==> src/rtl/alarm_sequencer.sv <==
// ============================================================================
// alarm_sequencer
// ----------------------------------------------------------------------------
// Purpose:
//   Plays the egg-timer alarm. When the countdown reports that it has expired,
//   this block alternates tone-on (BEEP) and silent (GAP) phases. Each new beep
//   moves to the next tone in the tone generator's table. The alarm stops when
//   the user presses the stop button, or on its own after a fixed number of
//   beats. It also reports its status to the display/control FSM.
//
// Ports:
//   pulse_17MHz    in   1  system clock, all logic on the rising edge
//   reset          in   1  asynchronous reset, active low (0 = reset)
//   endtime        in   1  one-cycle pulse from the countdown: timer hit zero
//   ack            in   1  debounced stop button, level, active high
//   audioselection out  4  tone select for the tone generator (registered)
//   audio_en       out  1  1 = tone audible, ANDed with the PWM downstream
//   alarm_active   out  1  1 while the alarm is sounding (BEEP or GAP)
//   done           out  1  one-cycle pulse when the alarm times out by itself
//
// Parameters:
//   TICK_DIV     clock cycles per beat (>= 2)
//   BEEP_BEATS   beats per tone-on phase (>= 1)
//   GAP_BEATS    beats per silent phase (>= 1)
//   ALARM_BEATS  total beats before the alarm stops by itself (>= BEEP_BEATS)
//   NUM_TONES    number of tones cycled through, 0..NUM_TONES-1 (<= 16)
// ============================================================================
module alarm_sequencer #(
    parameter int TICK_DIV    = 1700000,
    parameter int BEEP_BEATS  = 3,
    parameter int GAP_BEATS   = 2,
    parameter int ALARM_BEATS = 300,
    parameter int NUM_TONES   = 5
) (
    input  logic       pulse_17MHz,
    input  logic       reset,
    input  logic       endtime,
    input  logic       ack,
    output logic [3:0] audioselection,
    output logic       audio_en,
    output logic       alarm_active,
    output logic       done
);

    // ------------------------------------------------------------------------
    // Counter widths and terminal values
    // ------------------------------------------------------------------------
    localparam int TICK_W    = (TICK_DIV > 1) ? $clog2(TICK_DIV) : 1;
    localparam int PHASE_MAX = (BEEP_BEATS > GAP_BEATS) ? BEEP_BEATS : GAP_BEATS;
    localparam int PHASE_W   = $clog2(PHASE_MAX + 1);
    localparam int TOTAL_W   = $clog2(ALARM_BEATS + 1);

    localparam logic [TICK_W-1:0]  TICK_LAST = TICK_W'(TICK_DIV - 1);
    localparam logic [PHASE_W-1:0] BEEP_LEN  = PHASE_W'(BEEP_BEATS);
    localparam logic [PHASE_W-1:0] GAP_LEN   = PHASE_W'(GAP_BEATS);
    localparam logic [TOTAL_W-1:0] TOTAL_LEN = TOTAL_W'(ALARM_BEATS);
    localparam logic [3:0]         TONE_LAST = 4'(NUM_TONES - 1);

    typedef enum logic [1:0] {
        IDLE     = 2'd0,
        BEEP     = 2'd1,
        GAP      = 2'd2,
        ACK_WAIT = 2'd3
    } state_t;

    state_t              state;
    state_t              state_next;

    logic [TICK_W-1:0]   tick_cnt;
    logic [TICK_W-1:0]   tick_next;
    logic [PHASE_W-1:0]  phase_cnt;
    logic [PHASE_W-1:0]  phase_next;
    logic [PHASE_W-1:0]  phase_inc;
    logic [TOTAL_W-1:0]  total_cnt;
    logic [TOTAL_W-1:0]  total_next;
    logic [TOTAL_W-1:0]  total_inc;
    logic [3:0]          tone_idx;
    logic [3:0]          tone_next;

    logic                beat;
    logic                done_next;
    logic                audio_en_next;
    logic                alarm_active_next;

    // ------------------------------------------------------------------------
    // A beat is the last cycle of each TICK_DIV-cycle window. The tick counter
    // only runs while the alarm is sounding, so a beat can only happen in BEEP
    // or GAP. The incremented phase and total counts are computed once here and
    // shared by the next-state logic below.
    // ------------------------------------------------------------------------
    always_comb begin
        beat      = (tick_cnt == TICK_LAST);
        phase_inc = phase_cnt + PHASE_W'(1);
        total_inc = total_cnt + TOTAL_W'(1);
    end

    // ------------------------------------------------------------------------
    // Next-state and counter logic. The checks are nested in priority order:
    // ack beats timeout, and timeout beats a BEEP/GAP phase change. An endtime
    // pulse only counts in IDLE. In every other state it is ignored, which is
    // why a held stop button in ACK_WAIT cannot retrigger the alarm.
    // ------------------------------------------------------------------------
    always_comb begin
        state_next = state;
        tick_next  = tick_cnt;
        phase_next = phase_cnt;
        total_next = total_cnt;
        tone_next  = tone_idx;
        done_next  = 1'b0;

        case (state)
            IDLE: begin
                if (endtime && !ack) begin
                    state_next = BEEP;
                    tick_next  = '0;
                    phase_next = '0;
                    total_next = '0;
                    tone_next  = 4'd0;
                end
            end

            BEEP, GAP: begin
                if (ack) begin
                    state_next = ACK_WAIT;
                end else begin
                    tick_next = beat ? '0 : tick_cnt + TICK_W'(1);
                    if (beat) begin
                        phase_next = phase_inc;
                        total_next = total_inc;
                        if (total_inc == TOTAL_LEN) begin
                            state_next = IDLE;
                            done_next  = 1'b1;
                        end else if (state == BEEP && phase_inc == BEEP_LEN) begin
                            state_next = GAP;
                            phase_next = '0;
                        end else if (state == GAP && phase_inc == GAP_LEN) begin
                            state_next = BEEP;
                            phase_next = '0;
                            tone_next  = (tone_idx == TONE_LAST) ? 4'd0
                                                                 : tone_idx + 4'd1;
                        end
                    end
                end
            end

            ACK_WAIT: begin
                if (!ack) begin
                    state_next = IDLE;
                end
            end

            default: begin
                state_next = IDLE;
            end
        endcase
    end

    // ------------------------------------------------------------------------
    // The outputs are decoded from the next state, then registered. This way
    // they change in the same cycle the state register does, with no extra
    // cycle of latency. audioselection follows tone_next, so it takes the new
    // tone in the same cycle audio_en comes back on. On a timeout it keeps
    // its last value.
    // ------------------------------------------------------------------------
    always_comb begin
        audio_en_next     = (state_next == BEEP);
        alarm_active_next = (state_next == BEEP) || (state_next == GAP);
    end

    // ------------------------------------------------------------------------
    // State and counter registers.
    // ------------------------------------------------------------------------
    always_ff @(posedge pulse_17MHz or negedge reset) begin
        if (!reset) begin
            state     <= IDLE;
            tick_cnt  <= '0;
            phase_cnt <= '0;
            total_cnt <= '0;
            tone_idx  <= 4'd0;
        end else begin
            state     <= state_next;
            tick_cnt  <= tick_next;
            phase_cnt <= phase_next;
            total_cnt <= total_next;
            tone_idx  <= tone_next;
        end
    end

    // ------------------------------------------------------------------------
    // Registered outputs. Reset clears them immediately, so a reset in the
    // middle of an alarm never produces a done pulse.
    // ------------------------------------------------------------------------
    always_ff @(posedge pulse_17MHz or negedge reset) begin
        if (!reset) begin
            audioselection <= 4'd0;
            audio_en       <= 1'b0;
            alarm_active   <= 1'b0;
            done           <= 1'b0;
        end else begin
            audioselection <= tone_next;
            audio_en       <= audio_en_next;
            alarm_active   <= alarm_active_next;
            done           <= done_next;
        end
    end

endmodule

==> config.mk <==
export PLATFORM = sky130hd
export DESIGN_NAME = alarm_sequencer
export DESIGN_NICKNAME = d
export VERILOG_FILES = /design/src/rtl/alarm_sequencer.sv
export SDC_FILE = /design/constraint.sdc
export NUM_CORES = 1
export LEC_CHECK = 0
export BUFFER_PORTS_ARGS = -buffer_cell sky130_fd_sc_hd__buf_2
export CORE_ASPECT_RATIO = 1.5
export CORE_UTILIZATION = 44
export DETAILED_ROUTE_END_ITERATION = 8
export HOLD_SLACK_MARGIN = 0.12
export PLACE_DENSITY = 0.59
export SLEW_MARGIN = 15
export SYNTH_ARGS = -nofsm -noshare
export SYNTH_HDL_FRONTEND = slang
export SYNTH_SLANG_ARGS = --single-unit
==> constraint.sdc <==
create_clock -name pulse_17MHz -period 2.65 [get_ports pulse_17MHz]
set_clock_uncertainty 0.15 [all_clocks]
set_input_delay 0.53 -clock pulse_17MHz [delete_from_list [all_inputs] [get_ports pulse_17MHz]]
set_output_delay 0.53 -clock pulse_17MHz [all_outputs]
set_load 0.1 [all_outputs]
# After elaboration in Yosys (flattened, before gate mapping)
# Cells that the tools add are included.
# op_classes
addsub	4
n_mul	0
div	0
order_cmp	0
n_eq_ne	16
n_shift	0
muxes	35
bitwise	0
reduce_logical	11
# op_table
op	count
2-to-1 mux 21 bit	3
case mux 21 bit (2 select lines)	1
2-to-1 mux 4 bit	7
2-to-1 mux 9 bit	3
2-to-1 mux 2 bit	13
adder 21 x 1 -> 21 bit (second input constant)	1
== test 21 bit (second input constant)	1
case mux 9 bit (2 select lines)	1
inequality test 2 bit (second input constant)	6
== test 2 bit (second input constant)	5
adder 9 x 1 -> 9 bit (second input constant)	1
== test 9 bit (second input constant)	1
case mux 4 bit (2 select lines)	1
AND reduction 7 bit	1
case mux 2 bit (3 select lines)	1
adder 4 x 1 -> 4 bit (second input constant)	1
== test 2 x 1 -> 1 bit (second input constant)	2
== test 4 x 3 -> 1 bit (second input constant)	1
2-to-1 mux 1 bit	4
case mux 2 bit (2 select lines)	1
AND reduction 4 bit	1
logical AND 1 bit	3
AND reduction 3 bit	1
adder 2 x 1 -> 2 bit (second input constant)	1
other kinds (5)	5
# word_totals
ff_bits	41
latchBits	0
mem_bits_rw	0
rom_bits	0
mem_count	0

# Longest topological paths before layout
# logic_depth
word_depth	11
mapped_depth	10

# Worst setup path before layout
# OpenSTA, ideal clock, no wires.
# synth_timing
path_type	register to register
from	reg state[0]
to	reg total_cnt[6]
setup_time_ns	0.121
t_arrival_ns	2.080
slack_ns	0.299
path_stages_with_launch	11
n_path_buf	2
synth_period_minus_slack_ns	2.351
cell_sequence	dfrtp_1 -> inv_1 -> ha_1 -> buf_2 -> mux2i_1 -> and4bb_1 -> a21o_4 -> buf_2 -> nand2_1 -> mux2i_1 -> a22o_1
# synth_via
elab_chain_len	4
elab_cells_between_ends	10
# synth_lines
item	line_no	text
start: declaration	66	state_t state;
start signal: assignment	181	state <= state_next;
== test 2 x 1 -> 1 bit or == test 2 bit (tied branches)	111	case (state)
OR reduction 2 bit	111	
inequality test 2 bit (no line) or nonzero test 2 bit (tied branches)	-	
AND reduction 4 bit (no line)	-	
end signal: assignment	184	total_cnt <= total_next;
end: declaration	74	logic [TOTAL_W-1:0] total_cnt;
# Several ways; a longest one is shown, not always the timed one.
# A chain may end at the register's enable or synchronous reset.

# Worst setup path in the final report
# layout_timing
from	reg tick_cnt[0]
to	reg alarm_active
# layout_via
elab_chain_len	6
elab_cells_between_ends	7
# layout_lines
item	line_no	text
start: declaration	69	logic [TICK_W-1:0] tick_cnt;
start signal: assignment	182	tick_cnt <= tick_next;
== test 21 bit *	92	beat = (tick_cnt == TICK_LAST);
2-to-1 mux 2 bit *	127	if (beat) begin
2-to-1 mux 2 bit *	123	if (ack) begin
case mux 2 bit (3 select lines) *	111	
== test 2 x 1 -> 1 bit or == test 2 bit (tied branches)	167	alarm_active_next = (state_next == BEEP) || (state_next == GAP);
logical OR 1 bit *	167	
net alarm_active_next	83	logic alarm_active_next;
end signal: assignment	202	alarm_active <= alarm_active_next;
end: declaration	41	output logic alarm_active,
# Mark *: on every way through the listed nets, which the timed path passes. The rest lies on a longest branch.

==> impl_summary.md <==
Final layout
The number of antenna repair diodes is 0. The final cell utilization of the core is 0.5231. The sequential cell area in the final layout is 1026 sq um. The final-layout fill cell count is 507.

The count of non-filler cells in the finished layout is 358. In the final layout, the multi-input gates occupy 1323 sq um. The number of nets in the layout is 305.

The area growth from synthesis to layout is 12.40%. The share of post-route cells with drive strength above 1 is 0.1276. After routing the design area is 2744 sq um.

Critical path
The cell with the biggest individual delay on the critical path is sky130_fd_sc_hd__dfrtp_1. Counting both buffers and inverters, the worst setup path holds a total of 1. The worst reg2reg path startpoint is tick_cnt[0]. In this design, the stage delay of the slowest critical-path cell is 0.39 ns. The slack of the worst reg-to-reg path is 0.24 ns. Data on the critical path arrives at its endpoint at 2.47 ns. The depth of the most critical reg-to-reg path is 9. The endpoint identified for the worst register-to-register timing path is alarm_active. The maximum fanout count along the critical path is 5.

The critical path's most frequent cell is sky130_fd_sc_hd__ha_1. The worst setup path is captured at a register. The cell family contributing the most delay on the critical path is simple AND/OR/NAND/NOR gates. STA classifies the critical path startpoint as a register.

The required time of the critical path is 2.70 ns. The critical path is of the register to register type. Walking the worst path, the cells encountered are ha_1 > nand3_1 > nor4_4 > nand2_1 > a2bb2oi_1 > or3_1 > o211a_1 > ha_1 > inv_1.

Floorplan
The die outline height is 93.23 microns. The floorplan step set the die width to 62.82 microns. The number of rows in the core area is 32. The placeable core region is 5245 sq um. The starting density of the core is 0.4654. The I/O pin total is 11.

The die covers 5856 sq um.

Worst hold path
The worst hold path begins at total_cnt[1]. The path with the worst hold slack has its endpoint at total_cnt[1]. The cell depth of the worst hold path is 2.

The min-delay analysis places its worst path in the category register to register.

Detailed routing
After detailed routing, the number of remaining DRC violations is 0. After detailed routing, the total wire length is 5.132 mm. The routed metal-1 wirelength is 2.178 mm. The routed layout has 1972 vias. The number of search-and-repair iterations in the first detailed-routing pass is 4.

Summed over all nets, wire length on met3 after detailed routing comes to 96 microns. The uppermost layer routed is met4. In the final routed layout, each cell accounts on average for 14.34 microns. The detailed route wirelength on metal2 is 2.692 mm. The detailed router finished its first iteration with 99 violations. In the routed layout, each cell is associated on average with a via count of 5.508.

The detail route stage leaves a number of antenna-violating nets equal to 0.

Power
The analysis attributes to cell leakage a power of 1.287 nW. Total power for the finished layout comes to 2.969 mW. The peak ir drop on the vdd network is 0.5184 mV. The power per unit of standard cell area is 1082 nW/um^2.

Yosys
The count of state elements after synthesis is 41. Of the post-synthesis cell area, the dominant cell type holds 0.4203. Summed over all instances, the cell type with the most area after synthesis is sky130_fd_sc_hd__dfrtp_1. The post-synthesis cell count is 271. The number of different library cells used by synthesis comes to 51. The number of enable-type register cells in the synthesized netlist is 0.

The synthesized netlist occupies a cell area of 2441 sq um. Counting flops with an async set or reset pin after synthesis yields a share of 1.000. The number of nets in the synthesized netlist is 287. In the synthesized netlist the dominant register cell turns out to be sky130_fd_sc_hd__dfrtp_1. By area the synthesized netlist is led by sky130_fd_sc_hd__dfrtp_1, sky130_fd_sc_hd__ha_1, sky130_fd_sc_hd__nand2_1, sky130_fd_sc_hd__nand3_1, sky130_fd_sc_hd__xor2_1.

For this run, the number of Yosys warnings is 0. The mean post-synth cell area is 9.008 sq um. For this run, the register share of the synthesized area comes to 0.4203.

STA
The relative slew slack is 0.6800. The post-route fraction of the period consumed by the critical path is 0.9107. The number of slew-limit violations in the final report is 0. Counting I/O delays and the setup requirement, the final critical path takes 2.413 ns. The worst hold slack is 0.3872 ns. The slew of the pin with the lowest slew margin is 0.4834 ns. Timing would allow up to 414.4 MHz. Setup repair after global routing left no endpoint under its margin.

The count of final hold-check violations was 0. Summed over all failing endpoints, the final setup total negative slack is 0 ns. The setup violation total in the final timing report is 0. Once routing completed, OpenROAD measured the worst setup slack at 0.2368 ns.

CTS
Post-CTS repair changed the size of 0 cells. The clock tree synthesis step divided the H-tree into 2 levels. The TritonCTS buffer count is 5.

Clock tree synthesis found a total of 41 sinks. The insertion delay to the later sink of the worst-skew pair is 0.30 ns. TritonCTS built the clock tree. The clock transition at the register clock pins on the worst setup and hold paths after CTS is 0.08 ns.

The CTS root buffer is sky130_fd_sc_hd__clkbuf_8. Counting along the longest clock path gives a buffer depth of 2.

GRT
After global routing the overflow that remains totals 0. The first global-routing pass estimated 8.914 mm of wire. The number of antenna violations at the first check in global routing is 0. For this run, the total global-route usage over all layers was measured as 0.1991. The maximum number of pins on one net before global-route repair is 25. The via count of the first global-routing pass was 1936.

Placement
At the end of routability-driven placement, the weighted congestion stood at 0.8557. The setup slack after placement is 0.2293 ns. The number of port buffers is 10. After detailed placement, the design holds a cell count of 349.

The HPWL reported at the end of detailed placement is 3.794 mm. The standard cell area after detailed placement is 2600 sq um.

Run status
The flow ran to the end, and the final reports show no timing, DRC or antenna violations.

Job
The reported max-cap violation count is 0.
## worst register-to-register path, stage by stage, from the launching register on
cell	delay, ns
sky130_fd_sc_hd__dfrtp_1	0.39
sky130_fd_sc_hd__ha_1	0.22
sky130_fd_sc_hd__nand3_1	0.16
sky130_fd_sc_hd__nor4_4	0.31
sky130_fd_sc_hd__nand2_1	0.18
sky130_fd_sc_hd__a2bb2oi_1	0.16
sky130_fd_sc_hd__or3_1	0.33
sky130_fd_sc_hd__o211a_1	0.12
sky130_fd_sc_hd__ha_1	0.27
sky130_fd_sc_hd__inv_1	0.03
## cells by family (layout without fill, tap and decap cells)
group,after synthesis,in the layout,share of synthesized area
and+or+nand+nor,128,128,0.2727
xor gates and xnor gates,16,16,0.05740
adders and majority gates,12,12,0.06151
DFF,41,41,0.4203
muxes,4,4,0.01640
buffers and inverters,21,40,0.03793
AOI/OAI and AO/OA,49,49,0.1338
## cell type report
class	instances	share of cell area
inverter	11	0.01505
timing repair buffer	21	0.04925
clock inverter	3	0.02371
sequential	41	0.3739
tap	68	0.03101
multi-input combinational	209	0.4820
clock buffer	5	0.02508
## placed cells by master, fill, tap and decap left out, types with 2 or more instances in the layout
cell,n
sky130_fd_sc_hd__o31ai_1,2
sky130_fd_sc_hd__and4b_1,2
sky130_fd_sc_hd__nor2b_1,2
sky130_fd_sc_hd__inv_1,11
sky130_fd_sc_hd__a21o_1,2
sky130_fd_sc_hd__a22o_1,5
sky130_fd_sc_hd__xnor2_1,4
sky130_fd_sc_hd__dfrtp_1,41
sky130_fd_sc_hd__bufinv_16,2
sky130_fd_sc_hd__buf_2,10
sky130_fd_sc_hd__nand3_1,21
sky130_fd_sc_hd__nor3_1,7
sky130_fd_sc_hd__o211ai_1,3
sky130_fd_sc_hd__clkbuf_8,5
sky130_fd_sc_hd__mux2i_1,4
sky130_fd_sc_hd__nor2_1,25
sky130_fd_sc_hd__a21oi_1,11
sky130_fd_sc_hd__and2_1,2
sky130_fd_sc_hd__nand4_1,3
sky130_fd_sc_hd__xor2_1,12
sky130_fd_sc_hd__nand2_1,40
sky130_fd_sc_hd__and3_1,6
sky130_fd_sc_hd__or3_1,3
sky130_fd_sc_hd__o21ai_0,16
sky130_fd_sc_hd__buf_4,10
sky130_fd_sc_hd__nand2b_1,3
sky130_fd_sc_hd__ha_1,12
## what timing repair did
item / in CTS / in global routing
endpoints found under the hold margin: 17 / 0
buffers inserted: 0 / 0
hold buffers: 1 / 0
## cells in the mapped netlist, drive strengths merged, types with 4 or more instances
cell type / count
inv: 11
mux2i: 4
xor2: 12
a22o: 5
nor3: 7
nand3: 21
nand2: 41
ha: 12
nor2: 25
and3: 6
o21ai: 16
xnor2: 4
buf: 7
dfrtp: 41
a21oi: 12
## routing by layer
layer,up-vias,global-route usage
met5,-,0
met4,0,0.1124
met3,15,0.03537
met2,21,0.3542
met1,953,0.2213
li1,983,-
## registers in the layout (all words and copies together), names as in the netlist
| name | flops |
|---|---|
| audio_en | 1 |
| tick_cnt | 21 |
| state | 2 |
| alarm_active | 1 |
| total_cnt | 9 |
| audioselection | 4 |
| done | 1 |
| phase_cnt | 2 |
## where the power goes
part	switching [mW]	total, mW	internal [mW]
Combinational	0.989	1.48	0.491
Sequential	0.122	0.888	0.766
Clock	0.227	0.601	0.374
## worst max path at each step
stage	start	endpoint	slack, ns	depth (start not counted)
after floorplan	state[0]	total_cnt[6]	0.30	10
after global placement	state[1]	total_cnt[8]	0.28	9
after detailed placement	tick_cnt[0]	alarm_active	0.23	9
after CTS	tick_cnt[0]	alarm_active	0.22	9
after global routing	tick_cnt[0]	alarm_active	0.05	9
final	tick_cnt[0]	alarm_active	0.24	9
Power figures use the tool's default switching activity.
